**config.mk**
```make
export PLATFORM = sky130hd
export DESIGN_NAME = bus_reg_target
export DESIGN_NICKNAME = d
export VERILOG_FILES = /design/src/rtl/bus_pkg.sv /design/src/rtl/bus_fifo.sv /design/src/rtl/bus_reg_target.sv
export SDC_FILE = /design/constraint.sdc
export NUM_CORES = 1
export LEC_CHECK = 0
export BUFFER_PORTS_ARGS = -buffer_cell sky130_fd_sc_hd__buf_2
export CORE_MARGIN = 4
export CORE_UTILIZATION = 61
export DETAILED_ROUTE_END_ITERATION = 8
export GPL_ROUTABILITY_DRIVEN = 0
export GPL_TIMING_DRIVEN = 0
export HOLD_SLACK_MARGIN = 0.1
export MAX_ROUTING_LAYER = met4
export PLACE_DENSITY_LB_ADDON = 0.15
export RECOVER_POWER = 50
export SYNTH_ARGS = -nofsm -noshare
export SYNTH_HDL_FRONTEND = slang
export SYNTH_SLANG_ARGS = --single-unit
```
**constraint.sdc**
```tcl
create_clock -name clk -period 8.6 [get_ports clk]
set_input_delay 1.29 -clock clk [delete_from_list [all_inputs] [get_ports clk]]
set_output_delay 1.29 -clock clk [all_outputs]
set_load 0.01 [all_outputs]
```
**src/rtl/bus_pkg.sv**
```systemverilog
// ============================================================================
// Module   : bus_pkg
// Brief    : Shared types and constants for the write-bus register target.
// Revision : 1.0
// ============================================================================
`default_nettype none

package bus_pkg;

    localparam int BUS_AW = 32;
    localparam int BUS_DW = 32;

    typedef enum logic [1:0] {
        IDLE   = 2'd0,
        WAIT   = 2'd1,
        COMMIT = 2'd2
    } bus_tgt_state_t;

    typedef struct packed {
        logic [BUS_AW-1:0] addr;
        logic [BUS_DW-1:0] data;
    } bus_wr_t;

    localparam logic [7:0] ERR_CNT_MAX = 8'hFF;

endpackage

`default_nettype wire

```
**src/rtl/bus_fifo.sv**
```systemverilog
// ============================================================================
// Module   : bus_fifo
// Brief    : Synchronous FIFO, no read-through bypass; storage is not reset.
// Revision : 1.0
// ============================================================================
`default_nettype none

module bus_fifo #(
    parameter int DEPTH = 4,
    parameter int WIDTH = 64
) (
    input  logic                       clk,
    input  logic                       rst,
    input  logic                       push_i,
    input  logic                       pop_i,
    input  logic [WIDTH-1:0]           din_i,
    output logic [WIDTH-1:0]           dout_o,
    output logic [$clog2(DEPTH):0]     count_o,
    output logic                       full_o,
    output logic                       empty_o
);

    localparam int AW = $clog2(DEPTH);
    localparam int CW = AW + 1;

    logic [WIDTH-1:0] mem_q [DEPTH];
    logic [AW-1:0]    wptr_q;
    logic [AW-1:0]    rptr_q;
    logic [CW-1:0]    count_q;
    logic             do_push;
    logic             do_pop;

    assign full_o  = (count_q == CW'(DEPTH));
    assign empty_o = (count_q == '0);
    assign do_push = push_i && !full_o;
    assign do_pop  = pop_i && !empty_o;
    assign dout_o  = mem_q[rptr_q];
    assign count_o = count_q;

    always_ff @(posedge clk or negedge rst) begin
        if (!rst) begin
            wptr_q  <= '0;
            rptr_q  <= '0;
            count_q <= '0;
        end else begin
            if (do_push) wptr_q <= wptr_q + 1'b1;
            if (do_pop)  rptr_q <= rptr_q + 1'b1;
            count_q <= count_q + CW'(do_push) - CW'(do_pop);
        end
    end

    always_ff @(posedge clk) begin
        if (do_push) mem_q[wptr_q] <= din_i;
    end

endmodule

`default_nettype wire

```
**src/rtl/bus_reg_target.sv**
```systemverilog
// ============================================================================
// Module   : bus_reg_target
// Brief    : Write-bus responder: queues transfers, commits to a register bank
//            after a fixed latency, flags and counts invalid addresses.
// Revision : 1.0
// ============================================================================
`default_nettype none

module bus_reg_target
    import bus_pkg::*;
#(
    parameter int BAW   = 32,
    parameter int BDW   = 32,
    parameter int NREG  = 8,
    parameter int DEPTH = 4,
    parameter int WLAT  = 2
) (
    input  logic                  clk,
    input  logic                  rst,
    input  logic                  wvalid,
    output logic                  wready,
    input  logic [BAW-1:0]        waddr,
    input  logic [BDW-1:0]        wdata,
    output logic [NREG*BDW-1:0]   reg_q,
    output logic [NREG-1:0]       upd,
    output logic                  err,
    output logic [7:0]            err_cnt,
    output logic                  busy
);

    localparam int CW   = $clog2(DEPTH) + 1;
    localparam int LATW = (WLAT > 1) ? $clog2(WLAT) : 1;
    localparam int IDXW = BAW - 2;
    localparam logic [LATW-1:0] LAT_INIT = LATW'(WLAT - 1);

    bus_tgt_state_t     state_q, state_d;
    logic [LATW-1:0]    lat_q, lat_d;
    logic [BAW-1:0]     hold_addr_q, hold_addr_d;
    logic [BDW-1:0]     hold_data_q, hold_data_d;
    logic [BDW-1:0]     bank_q [NREG];
    logic [BDW-1:0]     bank_d [NREG];
    logic [NREG-1:0]    upd_q, upd_d;
    logic               err_q, err_d;
    logic [7:0]         err_cnt_q, err_cnt_d;
    logic               wready_q, wready_d;

    logic               push;
    logic               pop;
    logic [BAW-1:0]     head_addr;
    logic [BDW-1:0]     head_data;
    logic [CW-1:0]      count;
    logic [CW-1:0]      count_next;
    logic               fifo_full;
    logic               fifo_empty;
    logic [IDXW-1:0]    idx;
    logic               addr_ok;

    bus_fifo #(
        .DEPTH (DEPTH),
        .WIDTH (BAW + BDW)
    ) u_fifo (
        .clk     (clk),
        .rst     (rst),
        .push_i  (push),
        .pop_i   (pop),
        .din_i   ({waddr, wdata}),
        .dout_o  ({head_addr, head_data}),
        .count_o (count),
        .full_o  (fifo_full),
        .empty_o (fifo_empty)
    );

    assign push       = wvalid && wready_q && !fifo_full;
    assign count_next = count + CW'(push) - CW'(pop);
    // Registered ready: low for the cycle after the queue reaches DEPTH, so a
    // same-edge pop never makes room for a push.
    assign wready_d   = (count_next != CW'(DEPTH));

    assign idx     = hold_addr_q[BAW-1:2];
    assign addr_ok = (hold_addr_q[1:0] == 2'b00) && (idx < IDXW'(NREG));

    always_comb begin
        state_d     = state_q;
        lat_d       = lat_q;
        hold_addr_d = hold_addr_q;
        hold_data_d = hold_data_q;
        bank_d      = bank_q;
        upd_d       = upd_q;
        err_d       = err_q;
        err_cnt_d   = err_cnt_q;
        pop         = 1'b0;
        case (state_q)
            IDLE: begin
                if (!fifo_empty) begin
                    pop         = 1'b1;
                    hold_addr_d = head_addr;
                    hold_data_d = head_data;
                    lat_d       = LAT_INIT;
                    state_d     = WAIT;
                end
            end
            WAIT: begin
                if (lat_q == '0) begin
                    upd_d = '0;
                    if (addr_ok) begin
                        for (int i = 0; i < NREG; i++) begin
                            if (idx == IDXW'(i)) begin
                                bank_d[i] = hold_data_q;
                                upd_d[i]  = 1'b1;
                            end
                        end
                    end else begin
                        err_d = 1'b1;
                        if (err_cnt_q != ERR_CNT_MAX) err_cnt_d = err_cnt_q + 8'd1;
                    end
                    state_d = COMMIT;
                end else begin
                    lat_d = lat_q - 1'b1;
                end
            end
            COMMIT: begin
                upd_d = '0;
                err_d = 1'b0;
                if (!fifo_empty) begin
                    pop         = 1'b1;
                    hold_addr_d = head_addr;
                    hold_data_d = head_data;
                    lat_d       = LAT_INIT;
                    state_d     = WAIT;
                end else begin
                    state_d = IDLE;
                end
            end
            default: state_d = IDLE;
        endcase
    end

    always_ff @(posedge clk or negedge rst) begin
        if (!rst) begin
            state_q     <= IDLE;
            lat_q       <= '0;
            hold_addr_q <= '0;
            hold_data_q <= '0;
            upd_q       <= '0;
            err_q       <= 1'b0;
            err_cnt_q   <= '0;
            wready_q    <= 1'b0;
            for (int i = 0; i < NREG; i++) bank_q[i] <= '0;
        end else begin
            state_q     <= state_d;
            lat_q       <= lat_d;
            hold_addr_q <= hold_addr_d;
            hold_data_q <= hold_data_d;
            upd_q       <= upd_d;
            err_q       <= err_d;
            err_cnt_q   <= err_cnt_d;
            wready_q    <= wready_d;
            for (int i = 0; i < NREG; i++) bank_q[i] <= bank_d[i];
        end
    end

    for (genvar g = 0; g < NREG; g++) begin : g_reg_out
        assign reg_q[g*BDW +: BDW] = bank_q[g];
    end

    assign wready  = wready_q;
    assign upd     = upd_q;
    assign err     = err_q;
    assign err_cnt = err_cnt_q;
    assign busy    = (count != '0) || (state_q != IDLE);

endmodule

`default_nettype wire

```
==> flow_summary_export.csv, run 1 <==
group,metric,value,unit
layout,final_nets,1634,
yosys,synthesis.area,22400,µm²
sta,slew_viol_final,87,
yosys,syn-num-nets,1227,
critical_path,endpoint_kind,"async pin",
floorplanning,die_h,200,µm
floorplanning,rows,69,
run_status,violations,"max-capacitance violations, max-slew violations",
clock_tree,cts_tree,"built",
global_routing,antenna_found_initial,12,
layout,drive_above_1_share,0.410,
min_path,hp-start,"err",
min_path,hold_class,"reg -> reg",
sta,finalSetupViolations,0,
drt,routed-via-count,11908,
floorplanning,fp.dieW,200,µm
sta,hold_viol,0,
drt,ant_nets,0,
critical_path,reg2reg_setup_slack,5.18,ns
floorplanning,core_area,35900,µm²
placement,hpwl,33.7,mm
drt,wl_per_cell,24.4,µm
drt,wl_met3,3.59,mm
clock_tree,root_buffer,"clkbuf_16",
yosys,synth_seq_area_share,0.731,
layout,layout_commonest_cell,"dfrtp_1",
job,maxCapViolations,2,
clock_tree,numCtsBuffers,57,
critical_path,required,9.30,ns
clock_tree,hold_buffers,0,
sta,rsz0062_at_grt,"no",
yosys,synthCells,1150,
yosys,ys_types,35,
sta,period_minus_slack,3.92,ns
drt,viasPerCell,5.74,
critical_path,start_kind,"input pin",
sta,slew_headroom,-1.35,
yosys,yosys.area.top_type_share,0.388,
drt,remaining_drc_errors,0,
global_routing,grt_max_degree,128,
sta,skew,0.0127,ns
yosys,yosys.area.top_type,"dfrtp_1",
drt,dr.pass1.iters,5,
floorplanning,ioPinCount,342,
drt,met1Wirelength,20.3,mm
critical_path,reg2reg_from,"u_fifo.count_o[1]",
sta,fin_setup_tns,0,ns
layout,final_core_util,0.744,
clock_tree,cts.sinks,604,
sta,worstMarginPinSlew,3.53,ns
placement,dpl.cell_count,1959,
critical_path,critical_path_class,"in -> async",
global_routing,overflow,0,
layout,mostFrequentLayoutCells,"348 x dfrtp_1, 256 x mux2_2, 256 x edfxtp_1",
placement,io_buffers,341,
power_and_ir_drop,finalPower,7.91,mW
yosys,avgSynthCellArea,19.5,µm²
floorplanning,initial_core_util,0.624,
global_routing,groute.usage.overall,0.262,
sta,fin_crit_sh,0.456,
layout,area_growth_syn_to_layout,19.1,%
yosys,synthTopCellsByArea,"dfrtp_1 39%, edfxtp_1 34%, mux2_2 13%, mux4_2 6.4%, mux2_1 3.3%",
sta,fmax,0.255,GHz
clock_tree,cts_setup_buffers,0,
run_status,outcome,"finished with violations",
clock_tree,ctsResizeCount,0,
global_routing,grt_first_pass_wirelength,75.9,mm
power_and_ir_drop,p_leak,12.1,nW
clock_tree,path_clk_slew,0.06,ns
global_routing,grt_pass1_vias,12427,
power_and_ir_drop,powerDensity,296,nW/µm²
drt,initialDrtViolationCount,646,
floorplanning,die_area,39900,µm²
clock_tree,clk_latency,0.60,ns
drt,drt-total-wl,50.6,mm
critical_path,startpoint,"rst",
drt,top_layer,"met4",
critical_path,critical_path_arrival,4.62,ns
yosys,yosysWarnings,0,
power_and_ir_drop,ir_drop,0.230,mV
critical_path,crit_path_max_fanout,92,
clock_tree,cts_buffer_depth,3,
layout,stdcell_count,2076,
yosys,ys_seq_elements,604,
clock_tree,cts_max_level,2,
drt,met2_length,25.3,mm
## stage by stage
step           hold WS [ns]  setup WS, ns  cell area [µm²]
6_report              0.482          4.68            26700
5_1_grt               0.499          4.10            26700
4_1_cts               0.478          5.42            26900
3_5_place_dp          0.465          5.39            24900
3_3_place_gp          0.459        -0.407            24700
2_1_floorplan         0.450          4.87            22400
## area by class of cell
class,instances,area [µm²]
clock inverters,20,241
fillers,2252,9200
flip-flops and latches,604,16400
clock buffers,84,1710
plain buffers,49,210
multi-input cells,488,5780
repair buffers,348,1740
well taps,461,577
diodes,13,32.5
inverters,9,33.8
## layer usage
metal / vias to the layer above / track usage
met1: 6242 / 0.345
li1: 5198 / -
met2: 390 / 0.418
met5: - / -
met3: 78 / 0.0577
met4: 0 / 0.0850
## synth_stat cells
master / number
a21o_1: 1
a21oi_1: 6
a31oi_1: 2
and2_1: 5
and3_1: 1
and4_1: 1
buf_1: 5
buf_2: 24
buf_4: 1
clkbuf_1: 19
dfrtp_1: 348
edfxtp_1: 256
fa_1: 2
ha_1: 8
inv_1: 8
inv_2: 1
mux2_1: 65
mux2_2: 257
mux4_2: 64
nand2_1: 17
nand2b_1: 5
nand3_1: 5
nand3b_1: 1
nand4_1: 4
nand4_4: 2
nand4b_1: 4
nor2_1: 7
nor2_2: 1
nor2b_1: 3
nor3_1: 3
nor4_1: 9
o21ai_0: 2
o22ai_1: 1
xnor2_1: 3
xor2_1: 9
## kinds of logic (layout without fill, tap and decap cells)
kind of cell             after synthesis  in the layout  share of synthesized area
multiplexers                         386            386                      0.226
flip-flops                           604            604                      0.731
AND/OR/NAND/NOR                       68             68                     0.0178
buffers and inverters                 58            510                     0.0112
XOR/XNOR                              12             12                    0.00469
AO/OA/AOI/OAI                         12             12                    0.00296
other                                  0             13                          0
adder cells (fa/ha/maj)               10             10                    0.00625
## worst max-delay path, cell delays in order
cell and delay [ns]:
clkbuf_1 2.44, buf_16 0.34, buf_16 0.36
## path summary, 6_finish.rpt
| check | endpoint | depth (start not counted) |
|---|---|---|
| hold reg to reg | err | 2 |
| hold / removal | err | 2 |
| setup / recovery | u_fifo.rptr_q[1] | 3 |
| max in group clk | u_fifo.mem_q[3][1] | 5 |
| min in group asynchronous | reg_q[107] | 1 |
| setup reg to reg | u_fifo.mem_q[3][1] | 4 |
## registers in the layout, indices dropped and copies added, names as in the netlist
| signal | cells |
|---|---|
| reg_q | 256 |
| u_fifo.mem_q | 256 |
| hold_addr_q | 32 |
| hold_data_q | 32 |
| err_cnt | 8 |
| upd | 8 |
| u_fifo.count_o | 3 |
| state_q | 2 |
| u_fifo.rptr_q | 2 |
| u_fifo.wptr_q | 2 |
| err | 1 |
| lat_q | 1 |
| wready | 1 |
## power breakdown
part / total (mW) / internal [mW] / switching [mW]
combinational: 1.50 / 0.728 / 0.771
sequential: 3.85 / 3.47 / 0.378
clock: 2.56 / 1.52 / 1.04
Power figures use the tool's default switching activity.
==> inputs of run 2 (changes only) <==
--- a/config.mk
+++ b/config.mk
@@ -7,7 +7,7 @@
 export LEC_CHECK = 0
 export BUFFER_PORTS_ARGS = -buffer_cell sky130_fd_sc_hd__buf_2
 export CORE_MARGIN = 4
-export CORE_UTILIZATION = 61
+export CORE_UTILIZATION = 51
 export DETAILED_ROUTE_END_ITERATION = 8
 export GPL_ROUTABILITY_DRIVEN = 0
 export GPL_TIMING_DRIVEN = 0
==> constraint.sdc (replaced) <==
create_clock -name clk -period 3.4 [get_ports clk]
set_input_delay 0.51 -clock clk [delete_from_list [all_inputs] [get_ports clk]]
set_output_delay 0.51 -clock clk [all_outputs]
set_load 0.01 [all_outputs]
==> run 2 against run 1 <==
The flow still finishes with violations (max-capacitance violations, max-slew violations). Worst setup slack got worse by 4.3 ns. Wire length increased by 3.5%. Critical path depth grew 3. Combinational power grew to 2.6 times the previous value. Design area rose by 2.5%. Final cell count is 9.2% higher. Power rose to 2.5 times the previous value. Die area grew 19%. Utilization decreased by 11 points. Clock-buffer cell count rose by 16.
==> flow_summary_export.csv, run 2 (synthesis gave the netlist of run 1 again) <==
group,metric,value,unit
layout,layout_commonest_cell,"dfrtp_1",
placement,io_buffers,341,
layout,fillers,3282,
power_and_ir_drop,clkPwrFrac,0.329,
sta,fin_crit_sh,0.898,
layout,final_nets,1700,
floorplanning,fp.dieW,218,µm
layout,postLayoutCellArea,27400,µm²
drt,routed-via-count,12174,
critical_path,start_kind,"flip-flop",
critical_path,required,3.89,ns
drt,drt-total-wl,52.3,mm
run_status,violations,"max-capacitance violations, max-slew violations",
floorplanning,core_area,43300,µm²
drt,ant_nets,0,
power_and_ir_drop,finalPower,20.2,mW
layout,drive_above_1_share,0.313,
global_routing,overflow,0,
sta,hold_viol,0,
min_path,whs_endpoint,"u_fifo.mem_q[2][10]",
power_and_ir_drop,netSwitchingFraction,0.275,
sta,slew_headroom,-0.465,
sta,skew,0.0179,ns
power_and_ir_drop,p_int,14.6,mW
sta,fin_setup_tns,0,ns
global_routing,antenna_found_initial,6,
power_and_ir_drop,power_switching,5.55,mW
placement,hpwl,34.9,mm
sta,whs,0.221,ns
clock_tree,numCtsBuffers,60,
min_path,hold_depth,1,
clock_tree,cts_max_level,2,
power_and_ir_drop,ir_drop,0.462,mV
power_and_ir_drop,p_leak,11.8,nW
drt,viasPerCell,5.37,
placement,place_area,25100,µm²
critical_path,cpPeakStageDelay,0.57,ns
floorplanning,rows,76,
clock_tree,cts_buffer_depth,3,
floorplanning,die_area,47400,µm²
global_routing,grt_pass1_vias,12736,
power_and_ir_drop,seqPwrFrac,0.482,
power_and_ir_drop,powerDensity,737,nW/µm²
clock_tree,path_clk_slew,0.06,ns
sta,rsz0062_at_grt,"no",
critical_path,crit_path_max_fanout,10,
min_path,hold_class,"in -> reg",
sta,fmax,0.327,GHz
critical_path,reg2reg_from,"hold_addr_q[14]",
critical_path,critical_path_arrival,3.54,ns
clock_tree,clk_latency,0.61,ns
critical_path,crit_buf_inv,1,
critical_path,path_delay_family,"simple AND/OR/NAND/NOR gates",
drt,wl_per_cell,23.1,µm
job,maxCapViolations,1,
placement,dpl.cell_count,2083,
global_routing,grt_max_degree,113,
layout,final_core_util,0.633,
clock_tree,cts.sinks,604,
critical_path,critical_path_class,"reg -> reg",
layout,mostFrequentLayoutCells,"348 x dfrtp_1, 307 x clkbuf_1, 257 x mux2_2",
drt,remaining_drc_errors,0,
clock_tree,cts_setup_buffers,0,
floorplanning,ioPinCount,342,
layout,ff_latch_area,16400,µm²
critical_path,path_cells,"nor4_1 > nand4_1 > nor2_2 > nand4b_1 > clkbuf_1 > mux2_2",
drt,dr.pass1.iters,5,
floorplanning,die_h,218,µm
clock_tree,ctsResizeCount,0,
sta,worstMarginPinSlew,2.20,ns
critical_path,reg2reg_depth,6,
floorplanning,initial_core_util,0.518,
drt,initialDrtViolationCount,750,
run_status,outcome,"finished with violations",
global_routing,groute.usage.overall,0.228,
power_and_ir_drop,combPwrFrac,0.190,
sta,finalWorstSetupSlack,0.346,ns
global_routing,grt_first_pass_wirelength,79.3,mm
critical_path,reg2reg_setup_slack,0.35,ns
min_path,hp-start,"wdata[10]",
layout,area_growth_syn_to_layout,22.1,%
layout,multi_input_area,5790,µm²
placement,dp_slack,0.267,ns
sta,period_minus_slack,3.05,ns
clock_tree,root_buffer,"clkbuf_16",
sta,finalSetupViolations,0,
critical_path,slowest_stage,"nor4_1",
sta,slew_viol_final,81,
clock_tree,hold_buffers,63,
critical_path,timing.rr.end,"reg_q[57]",
layout,stdcell_count,2266,
clock_tree,cts_tree,"built",
critical_path,endpoint_kind,"flip-flop",
-- run 2: changes by cell type in the layout (fill, tap and decap cells not counted), sizes merged --
| cell | delta |
|---|---|
| buf | -142 |
| bufinv | -3 |
| clkbuf | +158 |
| clkinvlp | -3 |
| diode | -7 |
| dlygate4sd3 | +63 |
-- run 2: area by class of cell --
| cell class | count | area share |
|---|---|---|
| Sequential cell | 604 | 0.599 |
| Tap cell | 585 | 0.0267 |
| Clock buffer | 100 | 0.0696 |
| Buffer | 49 | 0.00790 |
| Inverter | 9 | 0.00123 |
| Timing Repair Buffer | 411 | 0.0795 |
| Multi-Input combinational cell | 488 | 0.211 |
| Clock inverter | 14 | 0.00461 |
| Antenna cell | 6 | 0.000548 |
-- run 2: how the worst max path moves through the flow --
stage,from,endpoint,slack [ns],cells after the start
2_1_floorplan,wvalid,u_fifo.mem_q[0][0],0.45,3
3_3_place_gp,rst,reg_q[179],-5.12,1
3_5_place_dp,hold_addr_q[14],reg_q[24],0.27,6
4_1_cts,hold_addr_q[14],reg_q[24],0.24,6
5_1_grt,hold_addr_q[14],reg_q[184],0.14,6
6_report,hold_addr_q[14],reg_q[57],0.35,6
-- run 2: power groups by stage --
stage	clock network [mW]	registers, mW	logic, mW
floorplan	0	9.45	2.72
global placement	0	9.90	3.69
detailed placement	0	9.87	3.89
CTS	6.79	9.74	3.96
global route	7.14	9.88	4.18
finish	6.63	9.72	3.83
-- run 2: layer usage --
metal / share of wire / global-route usage
met2: 0.48 / 0.357
met5: 0 / -
met1: 0.44 / 0.315
met4: 0.022 / 0.0562
met3: 0.052 / 0.0444
